--- src/rtl/vga_sync_gen.sv ---
// vga_sync_gen: VGA raster timing generator.
//
// Advances a horizontal/vertical pixel counter by one position on every
// pixel_en strobe and decodes hsync, vsync, video_on and the line/frame
// start pulses from the next count value. Every output is registered, so
// the decoded flags are aligned with pixel_x/pixel_y in the same cycle.
//
// Ports:
//   clk         in   system clock
//   reset       in   asynchronous reset, active low
//   pixel_en    in   one-clk strobe, advance raster by one pixel
//   hsync       out  horizontal sync, asserted level = SYNC_POL
//   vsync       out  vertical sync, asserted level = SYNC_POL
//   video_on    out  high while (pixel_x, pixel_y) is in the active area
//   pixel_x     out  current horizontal count [9:0]
//   pixel_y     out  current vertical count [9:0]
//   line_start  out  one-clk pulse when pixel_x becomes 0
//   frame_start out  one-clk pulse when (pixel_x, pixel_y) becomes (0, 0)
//   frame_count out  [15:0] frames started since reset, wraps at 16'hFFFF
//                    (present only when VGA_SYNC_FRAME_CNT_EN is defined)
//
// Optional feature macro: VGA_SYNC_FRAME_CNT_EN
module vga_sync_gen #(
  parameter int H_ACTIVE = 640,
  parameter int H_FP     = 16,
  parameter int H_SYNC   = 96,
  parameter int H_BP     = 48,
  parameter int V_ACTIVE = 480,
  parameter int V_FP     = 10,
  parameter int V_SYNC   = 2,
  parameter int V_BP     = 33,
  parameter bit SYNC_POL = 1'b0
) (
  input  logic        clk,
  input  logic        reset,
  input  logic        pixel_en,
  output logic        hsync,
  output logic        vsync,
  output logic        video_on,
  output logic [9:0]  pixel_x,
  output logic [9:0]  pixel_y,
  output logic        line_start,
`ifdef VGA_SYNC_FRAME_CNT_EN
  output logic        frame_start,
  output logic [15:0] frame_count
`else
  output logic        frame_start
`endif
);

  localparam int H_TOTAL = H_ACTIVE + H_FP + H_SYNC + H_BP;
  localparam int V_TOTAL = V_ACTIVE + V_FP + V_SYNC + V_BP;

  localparam logic [9:0] H_LAST   = 10'(H_TOTAL - 1);
  localparam logic [9:0] V_LAST   = 10'(V_TOTAL - 1);
  localparam logic [9:0] H_VIS    = 10'(H_ACTIVE);
  localparam logic [9:0] V_VIS    = 10'(V_ACTIVE);
  localparam logic [9:0] HS_FIRST = 10'(H_ACTIVE + H_FP);
  localparam logic [9:0] HS_LAST  = 10'(H_ACTIVE + H_FP + H_SYNC - 1);
  localparam logic [9:0] VS_FIRST = 10'(V_ACTIVE + V_FP);
  localparam logic [9:0] VS_LAST  = 10'(V_ACTIVE + V_FP + V_SYNC - 1);

  // Sync level for a count: asserted inside [first, last], idle elsewhere.
  function automatic logic sync_level(input logic [9:0] cnt,
                                      input logic [9:0] first,
                                      input logic [9:0] last);
    return ((cnt >= first) && (cnt <= last)) ? SYNC_POL : ~SYNC_POL;
  endfunction

  logic [9:0] pixel_x_q, pixel_x_d;
  logic [9:0] pixel_y_q, pixel_y_d;
  logic       hsync_q, hsync_d;
  logic       vsync_q, vsync_d;
  logic       video_on_q, video_on_d;
  logic       line_start_q, line_start_d;
  logic       frame_start_q, frame_start_d;

  always_comb begin
    pixel_x_d     = pixel_x_q;
    pixel_y_d     = pixel_y_q;
    hsync_d       = hsync_q;
    vsync_d       = vsync_q;
    video_on_d    = video_on_q;
    line_start_d  = 1'b0;
    frame_start_d = 1'b0;

    if (pixel_en) begin
      if (pixel_x_q == H_LAST) begin
        pixel_x_d = '0;
        pixel_y_d = (pixel_y_q == V_LAST) ? '0 : pixel_y_q + 10'd1;
      end else begin
        pixel_x_d = pixel_x_q + 10'd1;
      end

      // Decode from the next count so flags line up with the counters.
      hsync_d       = sync_level(pixel_x_d, HS_FIRST, HS_LAST);
      vsync_d       = sync_level(pixel_y_d, VS_FIRST, VS_LAST);
      video_on_d    = (pixel_x_d < H_VIS) && (pixel_y_d < V_VIS);
      line_start_d  = (pixel_x_d == '0);
      frame_start_d = (pixel_x_d == '0) && (pixel_y_d == '0);
    end
  end

  // Reset parks the raster on the last position so the first strobe lands on (0,0).
  always_ff @(posedge clk or negedge reset) begin
    if (!reset) begin
      pixel_x_q     <= H_LAST;
      pixel_y_q     <= V_LAST;
      hsync_q       <= ~SYNC_POL;
      vsync_q       <= ~SYNC_POL;
      video_on_q    <= 1'b0;
      line_start_q  <= 1'b0;
      frame_start_q <= 1'b0;
    end else begin
      pixel_x_q     <= pixel_x_d;
      pixel_y_q     <= pixel_y_d;
      hsync_q       <= hsync_d;
      vsync_q       <= vsync_d;
      video_on_q    <= video_on_d;
      line_start_q  <= line_start_d;
      frame_start_q <= frame_start_d;
    end
  end

  assign pixel_x     = pixel_x_q;
  assign pixel_y     = pixel_y_q;
  assign hsync       = hsync_q;
  assign vsync       = vsync_q;
  assign video_on    = video_on_q;
  assign line_start  = line_start_q;
  assign frame_start = frame_start_q;

`ifdef VGA_SYNC_FRAME_CNT_EN
  logic [15:0] frame_count_q, frame_count_d;

  // Counts on the same edge that loads (0,0); natural 16-bit wrap.
  always_comb begin
    frame_count_d = frame_count_q;
    if (frame_start_d) begin
      frame_count_d = frame_count_q + 16'd1;
    end
  end

  always_ff @(posedge clk or negedge reset) begin
    if (!reset) begin
      frame_count_q <= '0;
    end else begin
      frame_count_q <= frame_count_d;
    end
  end

  assign frame_count = frame_count_q;
`endif

endmodule

--- config.mk ---
export PLATFORM = sky130hd
export DESIGN_NAME = vga_sync_gen
export DESIGN_NICKNAME = d
export VERILOG_FILES = /design/src/rtl/vga_sync_gen.sv
export SDC_FILE = /design/constraint.sdc
export NUM_CORES = 1
export LEC_CHECK = 0
export CAP_MARGIN = 20
export CELL_PAD_IN_SITES_DETAIL_PLACEMENT = 1
export CELL_PAD_IN_SITES_GLOBAL_PLACEMENT = 2
export CORE_MARGIN = 1.5
export CORE_UTILIZATION = 38
export CTS_BUF_LIST = sky130_fd_sc_hd__clkbuf_4 sky130_fd_sc_hd__clkbuf_8 sky130_fd_sc_hd__clkbuf_16
export CTS_CLUSTER_DIAMETER = 150
export DETAILED_ROUTE_END_ITERATION = 10
export DONT_BUFFER_PORTS = 1
export PLACE_DENSITY = 0.81
export SLEW_MARGIN = 30
export SYNTH_ARGS = -nofsm -noshare
export SYNTH_HDL_FRONTEND = slang
export SYNTH_SLANG_ARGS = --single-unit
--- constraint.sdc ---
create_clock -name clk -period 2.7 [get_ports clk]
set_input_delay 0.27 -clock clk [delete_from_list [all_inputs] [get_ports clk]]
set_output_delay 0.27 -clock clk [all_outputs]
set_load 0.01 [all_outputs]
==> results.cfg, run 1 <==
[outcome]
status = finished with violations
violations = DRC

[routing]
ant_nets = 0
maxUsedRoutingLayer = met4
dr_wl_met3_um = 115
finalWirelength_um = 4670
vias_per_cell = 6.15
wl_per_cell_um = 18.9
drt_iter0_markers = 80
drt-met1-wl_um = 2070
drc_errors = 2
wl_met2_um = 2460
drt_pre_antenna_iters = 9
vias = 1520

[synthesis]
synth_fp_nets = 211
synthFlopType = dfrtp_1
ys_warn_count = 0
yosysMostFrequentCell = nand2_1
synthArstFlopShare = 1.00
synthTopCellsByArea = dfrtp_1 18%, dfstp_2 18%, xnor2_1 4.9%, a21oi_1 3.6%, o21ai_0 3.6%
synthCells = 203
synth_cell_types = 55
synth_top_cell_by_area = dfrtp_1
syn_area_mm2 = 0.00179
avgSynthCellArea_um2 = 8.81
synth_top_cells_by_count = 17 x nand2_1, 16 x nor2_1, 14 x clkbuf_1
synth-seq-cells = 25
synth_edf_count = 0
ys_seq_area_frac = 0.358
synthDominantCellAreaShare = 0.182

[critical_path]
worst-path-buf-inv = 0
cpMaxStageDelayCell = dfstp_2
cp.arrival_ns = 2.71
crit_required_ns = 2.88
path_max_fanout = 7
rr_endpoint = frame_start
critPathMaxStageDelay_ns = 0.64
crit_path_end_kind = register
reg2reg_depth = 7
critPathKind = reg2reg
critPathTopFamily = simple AND/OR/NAND/NOR gates
critPathLaunchType = register
worstReg2RegStart = pixel_x[1]
path_cells = ha_1 > nand4_1 > nor3_4 > nor2_2 > nand4b_4 > a2111oi_4 > nor4b_2
r2r_slack_ns = 0.17

[sta]
hold_violations = 0
tightest_slew_ns = 0.480
period_needed_ns = 2.53
rsz0062_at_grt = no
skew_ns = 0.00175
maxSlewHeadroom = 0.680
setup_viol = 0
maxSlewViolCount = 0
post-route-period-util = 0.939
max_freq_mhz = 395
finalSetupTns_ns = 0

[floorplanning]
die_h_um = 71.6
die_x_um = 71.6
rows = 24
die_area_mm2 = 0.00513
io_pins = 28
start_util = 0.403
core_area_mm2 = 0.00444

[clock_network]
clk_pin_slew_ns = 0.09
insertion_delay_ns = 0.27
clk_path_buf_depth = 2
clock_sinks = 25
cts_tree = done
ctsRootBufferMaster = clkbuf_8
cts_max_level = 1
cts_buffers = 3

[global_routing]
gr-total-overflow = 0
grtUsageTotal = 0.196
first_global_vias = 1584
grt_pass1_wl_um = 7980
grt_max_degree = 26
antenna_found_initial = 0

[place]
port_buffers = 0
gp_congestion = 0.793
dp_cells = 240
dp_hpwl_um = 3280

[power_and_ir_drop]
clock_power_share = 0.214
p_switching_w = 0.000439
p_comb_frac = 0.256
power_density_mw_per_mm2 = 603
power_frac_seq = 0.530
ir_drop_mv = 0.170
swShare = 0.387
p_leak_nw = 0.704
p_int_w = 0.000696

[cells_and_area]
syn_to_final_growth_pct = 5.17
finalNonFillerCells = 247
fillerInstances = 530
multi_input_area_mm2 = 0.00106
fin_nets = 204
insertedDiodeCount = 0
ff_latch_area_um2 = 641
drive_above_1_share = 0.164

[min_path]
hp-class = in2reg
worst_hold_startpoint = pixel_en
min_to = pixel_y[3]
holdPathStages = 1

[run]
max-cap-violations = 0
==> power by group through the flow <==
stage               Sequential [W]  Clock (W)  Combinational [W]
finish                    0.000602   0.000243           0.000290
global route              0.000620   0.000266           0.000321
CTS                       0.000602   0.000253           0.000293
detailed placement        0.000610          0           0.000277
global placement          0.000600          0           0.000264
floorplan                 0.000540          0           0.000278
==> sequential cells by signal, indices dropped and copies added, names as in the netlist <==
name / cells
frame_start: 1
hsync: 1
line_start: 1
pixel_x: 10
pixel_y: 10
video_on: 1
vsync: 1
==> worst max path at each step <==
stage / endpoint / startpoint / cells past startpoint / slack, ns
finish: frame_start / pixel_x[1] / 7 / 0.17
global route: pixel_y[4] / pixel_x[1] / 6 / 0.02
CTS: frame_start / pixel_x[1] / 7 / 0.13
detailed placement: frame_start / pixel_x[1] / 7 / 0.16
global placement: pixel_y[4] / pixel_x[1] / 6 / 0.24
floorplan: frame_start / pixel_x[1] / 5 / 0.50
==> cell families (layout without fill, tap and decap cells) <==
kind of cell             Yosys count  count (layout)  share of synthesized area
AND/OR/NAND/NOR                   84              84                      0.275
flip-flops                        25              25                      0.358
XOR/XNOR                          15              15                     0.0734
multiplexers                       4               4                     0.0238
adder cells (fa/ha/maj)            5               5                     0.0350
buffers and inverters             21              13                     0.0496
AO/OA/AOI/OAI                     49              49                      0.185
==> worst reg2reg max path, delay by kind of cell (launching register included) <==
kind,cells,cell delay [ns]
flops,1,0.64
compound gates,1,0.24
fa+ha+maj,1,0.30
simple gates,5,1.27
==> layer usage <==
layer,track usage,vias up
met5,0,-
met4,0.0692,0
met3,0.0352,4
met2,0.338,16
met1,0.245,780
li1,-,720
==> what timing repair did <==
action / CTS / global route
endpoints found under the setup margin: 0 / 5
gates resized for setup: 0 / 0
hold endpoints to repair: 25 / 0
hold buffers: 2 / 0
setup buffers: 0 / 1
==> metrics by stage <==
stage                     power, W  utilization  hold slack, ns  setup slack [ns]  area [um2]
after global routing       0.00121        0.423          0.0233            0.0175        1880
after global placement    0.000864        0.404         -0.0250             0.236        1800
after floorplan           0.000818            -         -0.0256             0.500        1790
after CTS                  0.00115        0.422          0.0318             0.129        1870
after detailed placement  0.000886        0.404         -0.0250             0.156        1800
final                      0.00113        0.423          0.0425             0.166        1880
==> layout by cell type (no fill, tap or decap), types with 2 or more instances in the layout <==
| master | Yosys | routed |
|---|---|---|
| o2bb2ai_1 | 2 | 2 |
| a21oi_1 | 13 | 13 |
| a31oi_1 | 2 | 2 |
| ha_1 | 5 | 5 |
| a2bb2oi_1 | 2 | 2 |
| buf_4 | 0 | 3 |
| inv_1 | 4 | 4 |
| dfrtp_1 | 13 | 13 |
| or2_1 | 2 | 2 |
| nand2_1 | 17 | 17 |
| dfstp_2 | 12 | 12 |
| o22ai_1 | 2 | 2 |
| mux2i_1 | 2 | 2 |
| o21a_1 | 2 | 2 |
| nand2b_1 | 3 | 3 |
| nor2_1 | 16 | 16 |
| mux2_2 | 2 | 2 |
| xnor2_1 | 10 | 10 |
| nor4_1 | 2 | 2 |
| xor2_1 | 5 | 5 |
| or4_1 | 3 | 3 |
| and3_1 | 4 | 4 |
| nand4_1 | 5 | 5 |
| o31ai_1 | 3 | 3 |
| nand3_1 | 10 | 10 |
| a211oi_1 | 2 | 2 |
| clkbuf_8 | 0 | 3 |
| nor3_1 | 5 | 5 |
| o21ai_0 | 13 | 13 |
==> cell type report <==
cell class	instances	share of cell area
clock buffers	4	0.0259
inverters	4	0.00798
multi-input cells	157	0.563
well taps	52	0.0346
flip-flops and latches	25	0.340
repair buffers	5	0.0279
(Power assumes the default switching activity.)
==> inputs of run 2 (changes only) <==
--- a/config.mk
+++ b/config.mk
@@ -9,12 +9,12 @@
 export CELL_PAD_IN_SITES_DETAIL_PLACEMENT = 1
 export CELL_PAD_IN_SITES_GLOBAL_PLACEMENT = 2
 export CORE_MARGIN = 1.5
-export CORE_UTILIZATION = 38
+export CORE_UTILIZATION = 34
 export CTS_BUF_LIST = sky130_fd_sc_hd__clkbuf_4 sky130_fd_sc_hd__clkbuf_8 sky130_fd_sc_hd__clkbuf_16
 export CTS_CLUSTER_DIAMETER = 150
 export DETAILED_ROUTE_END_ITERATION = 10
 export DONT_BUFFER_PORTS = 1
-export PLACE_DENSITY = 0.81
+export PLACE_DENSITY = 0.77
 export SLEW_MARGIN = 30
 export SYNTH_ARGS = -nofsm -noshare
 export SYNTH_HDL_FRONTEND = slang
==> constraint.sdc (replaced) <==
create_clock -name clk -period 2.2 [get_ports clk]
set_input_delay 0.22 -clock clk [delete_from_list [all_inputs] [get_ports clk]]
set_output_delay 0.22 -clock clk [all_outputs]
set_load 0.01 [all_outputs]
==> run 2 against run 1 <==
Net effect:
- the flow now finishes without violations
- global-route usage rose by 1.6 points
- power rose by 37%
- sequential share of layout area fell by 5.6 points
- combinational power rose by 110%
- setup slack got worse by 0.11 ns
- clock skew rose by 0.0032 ns
- utilization rose by 2.0 points
- cell count rose by 23%
- clock power rose by 19%
- first-iteration DRC count fell by 15%
- sequential power rose by 8.3%
- non-clock buffer count rose by 40
- critical endpoint unchanged
==> results.cfg, run 2 (synthesis gave the netlist of run 1 again) <==
[outcome]
status = finished clean

[floorplanning]
rows = 26
die_x_um = 75.5
die_h_um = 75.5
start_util = 0.353
core_area_mm2 = 0.00507
die_area_mm2 = 0.00571
io_pins = 28

[critical_path]
r2r_slack_ns = 0.06
critPathLaunchType = register
critPathKind = reg2reg
critPathMaxStageDelay_ns = 0.59
crit_required_ns = 2.39
crit_path_end_kind = register
reg2reg_depth = 9
rr_endpoint = frame_start
worstReg2RegStart = pixel_x[1]
path_cells = ha_4 > nand4_1 > buf_4 > nor3_4 > buf_6 > nor2_2 > nand4b_4 > a2111oi_4 > nor4b_2
crit_start = pixel_x[1]
path_max_fanout = 4
cpMaxStageDelayCell = dfstp_2
worstSetupEndpoint = frame_start
cp.arrival_ns = 2.33

[place]
dp_hpwl_um = 4000
gp_congestion = 0.891
dp_cells = 292
placed_area_mm2 = 0.00208
port_buffers = 0

[clock_network]
insertion_delay_ns = 0.28
cts_max_level = 1
clk_pin_slew_ns = 0.10
clk_path_buf_depth = 2
ctsRootBufferMaster = clkbuf_8
clock_sinks = 25
cts_buffers = 3
cts_tree = done

[global_routing]
first_global_vias = 1858
antenna_found_initial = 0
grt_pass1_wl_um = 9030
gr-total-overflow = 0
grt_max_degree = 26
grtUsageTotal = 0.212

[routing]
finalWirelength_um = 5500
drt_pre_antenna_iters = 4
ant_nets = 0
vias = 1652
drc_errors = 0
drt_iter0_markers = 68
wl_per_cell_um = 18.0
vias_per_cell = 5.42

[power_and_ir_drop]
power_frac_seq = 0.419
p_switching_w = 0.000590
swShare = 0.379
ir_drop_mv = 0.248
p_int_w = 0.000966
p_comb_frac = 0.396
p_leak_nw = 0.914
power_density_mw_per_mm2 = 692
clock_power_share = 0.185

[cells_and_area]
drive_above_1_share = 0.328
finalNonFillerCells = 305
fin_nets = 244
final_common_cell = buf_4
stdcell_area_mm2 = 0.00225
insertedDiodeCount = 0
mostFrequentLayoutCells = 41 x buf_4, 16 x nand2_1, 16 x nor2_1
syn_to_final_growth_pct = 25.7

[sta]
rsz0062_at_grt = yes
period_needed_ns = 2.14
max_freq_mhz = 467
maxSlewHeadroom = 0.662
tightest_slew_ns = 0.503
setup_viol = 0
hold_violations = 0
maxSlewViolCount = 0
post-route-period-util = 0.973
skew_ns = 0.00490

[run]
max-cap-violations = 0

[min_path]
hp-class = in2reg
==> run 2: changes by cell type in the layout (fill, tap and decap cells not counted), sizes merged <==
| cell | delta |
|---|---|
| buf | +39 |
| clkinv | +1 |
| dlygate4sd3 | +1 |
| clkbuf | -1 |
==> run 2: area by class of cell <==
type	instances	area (um2)
Sequential cell	25	641
Clock inverter	1	5.00
Fill cell	625	2830
Multi-Input combinational cell	157	1100
Clock buffer	3	41.3
Timing Repair Buffer	45	359
Tap cell	70	87.6
Inverter	4	15.0
==> run 2: worst min path at each step <==
stage                     startpoint           to  slack [ns]  cells after the start
after floorplan                reset  frame_start       -0.08                      0
after global placement         reset   pixel_x[5]       -0.07                      0
after detailed placement       reset   pixel_x[5]       -0.07                      0
after CTS                   pixel_en   pixel_y[1]        0.04                      1
after global routing        pixel_en   pixel_y[1]        0.04                      1
final                       pixel_en   pixel_y[1]        0.05                      1
==> run 2: critical path: cells and delay by family (launching register included) <==
family	cells	cell delay [ns]
buffers and inverters	2	0.31
AOI/OAI and AO/OA	1	0.30
and+or+nand+nor	5	0.69
DFF	1	0.59
adders and majority gates	1	0.16
==> run 2: stage by stage <==
step                total power, W  hold WS [ns]  setup slack, ns   TNS, ns  utilization
global placement           0.00121       -0.0746           0.0121         0        0.409
detailed placement         0.00123       -0.0747         -0.00950  -0.00950        0.409
CTS                        0.00155        0.0403         -0.00892  -0.00892        0.430
floorplan                  0.00101       -0.0756           0.0124         0            -
global route               0.00167        0.0375          -0.0672   -0.0672        0.443
finish                     0.00156        0.0504           0.0590         0        0.443
==> run 2: what timing repair did <==
| action | 4_1_cts | 5_1_grt |
|---|---|---|
| hold endpoints to repair | 29 | 0 |
| setup buffers | 1 | 5 |
| resized for setup | 2 | 7 |
| endpoints found under the setup margin | 3 | 7 |
| pin swaps | 1 | 5 |
| hold buffers | 3 | 0 |
==> run 2: routing by layer <==
| layer | GRT usage | vias up | share of wire |
|---|---|---|---|
| met5 | 0 | - | 0 |
| met1 | 0.238 | 822 | 0.41 |
| met2 | 0.391 | 24 | 0.53 |
| met4 | 0.0913 | 0 | 0.025 |
| met3 | 0.0397 | 13 | 0.032 |
| li1 | - | 793 | - |
==> run 2: power by group through the flow <==
stage	clock [W]	combinational, W	sequential [W]
after floorplan	0	0.000342	0.000663
after global placement	0	0.000553	0.000654
after detailed placement	0	0.000568	0.000657
after CTS	0.000302	0.000593	0.000652
after global routing	0.000324	0.000683	0.000664
final	0.000288	0.000616	0.000652
==> inputs of run 3 (changes only) <==
--- a/config.mk
+++ b/config.mk
@@ -5,16 +5,15 @@
 export SDC_FILE = /design/constraint.sdc
 export NUM_CORES = 1
 export LEC_CHECK = 0
-export CAP_MARGIN = 20
 export CELL_PAD_IN_SITES_DETAIL_PLACEMENT = 1
 export CELL_PAD_IN_SITES_GLOBAL_PLACEMENT = 2
 export CORE_MARGIN = 1.5
-export CORE_UTILIZATION = 34
+export CORE_UTILIZATION = 41
 export CTS_BUF_LIST = sky130_fd_sc_hd__clkbuf_4 sky130_fd_sc_hd__clkbuf_8 sky130_fd_sc_hd__clkbuf_16
 export CTS_CLUSTER_DIAMETER = 150
 export DETAILED_ROUTE_END_ITERATION = 10
 export DONT_BUFFER_PORTS = 1
-export PLACE_DENSITY = 0.77
+export PLACE_DENSITY = 0.87
 export SLEW_MARGIN = 30
 export SYNTH_ARGS = -nofsm -noshare
 export SYNTH_HDL_FRONTEND = slang
==> constraint.sdc (replaced) <==
create_clock -name clk -period 2.74 [get_ports clk]
set_input_delay 0.274 -clock clk [delete_from_list [all_inputs] [get_ports clk]]
set_output_delay 0.274 -clock clk [all_outputs]
set_load 0.01 [all_outputs]
==> run 3 against run 2 <==
Net effect:
- power decreased by 29%
- via count decreased by 8.3%
- critical path depth decreased by 4
- wire length decreased by 11%
- worst hold slack got worse by 0.018 ns
- clock power decreased by 19%
- non-clock buffer count decreased by 36
- register-to-register slack improved by 0.21 ns
==> results.cfg, run 3 (synthesis gave the netlist of run 1 again) <==
[global_routing]
grtUsageTotal = 0.209
antenna_found_initial = 0
first_global_vias = 1561
grt_max_degree = 26
grt_pass1_wl_um = 8100
gr-total-overflow = 0

[clock_network]
insertion_delay_ns = 0.28
clock_sinks = 25
cts_max_level = 1
post_cts_resized = 0
clk_pin_slew_ns = 0.10
clk_path_buf_depth = 2
cts_tree = done
cts_buffers = 3
ctsRootBufferMaster = clkbuf_8

[power_and_ir_drop]
p_leak_nw = 0.725
p_comb_frac = 0.259
power_density_mw_per_mm2 = 580
ir_drop_mv = 0.329
p_total_w = 0.00111
clock_power_share = 0.212
power_frac_seq = 0.529
p_int_w = 0.000674
swShare = 0.391
p_switching_w = 0.000432

[cells_and_area]
syn_to_final_growth_pct = 6.57
insertedDiodeCount = 0
mostFrequentLayoutCells = 17 x nand2_1, 16 x nor2_1, 13 x o21ai_0, 13 x a21oi_1, 13 x dfrtp_1
fin_nets = 208
final_common_cell = nand2_1
drive_above_1_share = 0.181

[floorplanning]
rows = 23
die_x_um = 69.1
die_area_mm2 = 0.00477
die_h_um = 69.1
start_util = 0.438
io_pins = 28
core_area_mm2 = 0.00409

[sta]
rsz0062_at_grt = no
maxSlewHeadroom = 0.673
period_needed_ns = 2.47
post-route-period-util = 0.901
max_freq_mhz = 405
maxSlewViolCount = 0
skew_ns = 0.00538
setup_viol = 0
tightest_slew_ns = 0.488
hold_violations = 0
finalSetupTns_ns = 0

[routing]
ant_nets = 0
drt_iter0_markers = 90
vias_per_cell = 6.08
wl_per_cell_um = 19.6
drc_errors = 0
finalWirelength_um = 4880
drt_pre_antenna_iters = 4
vias = 1515

[run]
max-cap-violations = 0

[critical_path]
cpMaxStageDelayCell = dfstp_2
crit_required_ns = 2.93
critPathTopFamily = simple AND/OR/NAND/NOR gates
critPathMaxStageDelay_ns = 0.63
cp.arrival_ns = 2.66
worst-path-buf-inv = 0
crit_path_end_kind = register
path_cells = ha_1 > nand4_1 > or4_1 > a2111oi_4 > nor4b_2
critPathLaunchType = register
path_max_fanout = 7
critPathKind = reg2reg

[place]
gp_congestion = 0.879
dp_hpwl_um = 3440
port_buffers = 0

[min_path]
hp-class = in2reg

[outcome]
status = finished clean
## run 3: metrics by stage
stage / cells / setup WS (ns) / area, um2 / utilization / hold slack (ns)
2_1_floorplan: 203 / 0.540 / 1790 / - / -0.0216
4_1_cts: 246 / 0.178 / 1880 / 0.461 / 0.0319
6_report: 249 / 0.272 / 1910 / 0.467 / 0.0320
3_5_place_dp: 240 / 0.218 / 1810 / 0.442 / -0.0210
5_1_grt: 249 / 0.139 / 1910 / 0.467 / 0.0161
3_3_place_gp: 240 / 0.351 / 1810 / 0.442 / -0.0209
## run 3: cell type report
type                    count  area (um2)
flip-flops and latches     25         641
multi-input cells         157        1060
well taps                  50        62.6
fillers                   485        2180
clock inverters             1        5.00
clock buffers               3        41.3
inverters                   4        15.0
repair buffers              9        82.6
## run 3: path summary, 6_finish.rpt
check	from	end	slack (ns)	cells after the start
worst max-delay path	pixel_x[1]	frame_start	0.27	5
worst min-delay path	pixel_en	pixel_y[9]	0.03	1
worst max register to register	pixel_x[1]	frame_start	0.27	5
worst min register to register	vsync	vsync	0.53	2
max in group asynchronous	reset	pixel_x[4]	2.09	2
min in group asynchronous	reset	pixel_x[7]	0.42	2
## run 3: repair_timing
action                                  in CTS  in global routing
endpoints found under the setup margin       0                  1
hold buffers                                 2                  0
endpoints found under the hold margin       25                  0
setup buffers                                0                  3
## run 3: worst reg2reg max path, stage by stage, from the launching register on
cell and delay [ns]:
dfstp_2 0.63, ha_1 0.30, nand4_1 0.29, or4_1 0.60
a2111oi_4 0.33, nor4b_2 0.23
## run 3: routing by layer
layer / global-route usage / vias to the layer above / share of wire
li1: - / 726 / -
met1: 0.303 / 756 / 0.50
met2: 0.322 / 29 / 0.46
met3: 0.0409 / 4 / 0.035
met4: 0.0436 / 0 / 0.0064
met5: 0 / - / 0
## run 3: power groups by stage
stage,registers [W],logic [W],clock network [W]
after detailed placement,0.000592,0.000272,0
after floorplan,0.000532,0.000274,0
after CTS,0.000585,0.000288,0.000243
final,0.000586,0.000286,0.000234
after global placement,0.000588,0.000263,0
after global routing,0.000599,0.000317,0.000261
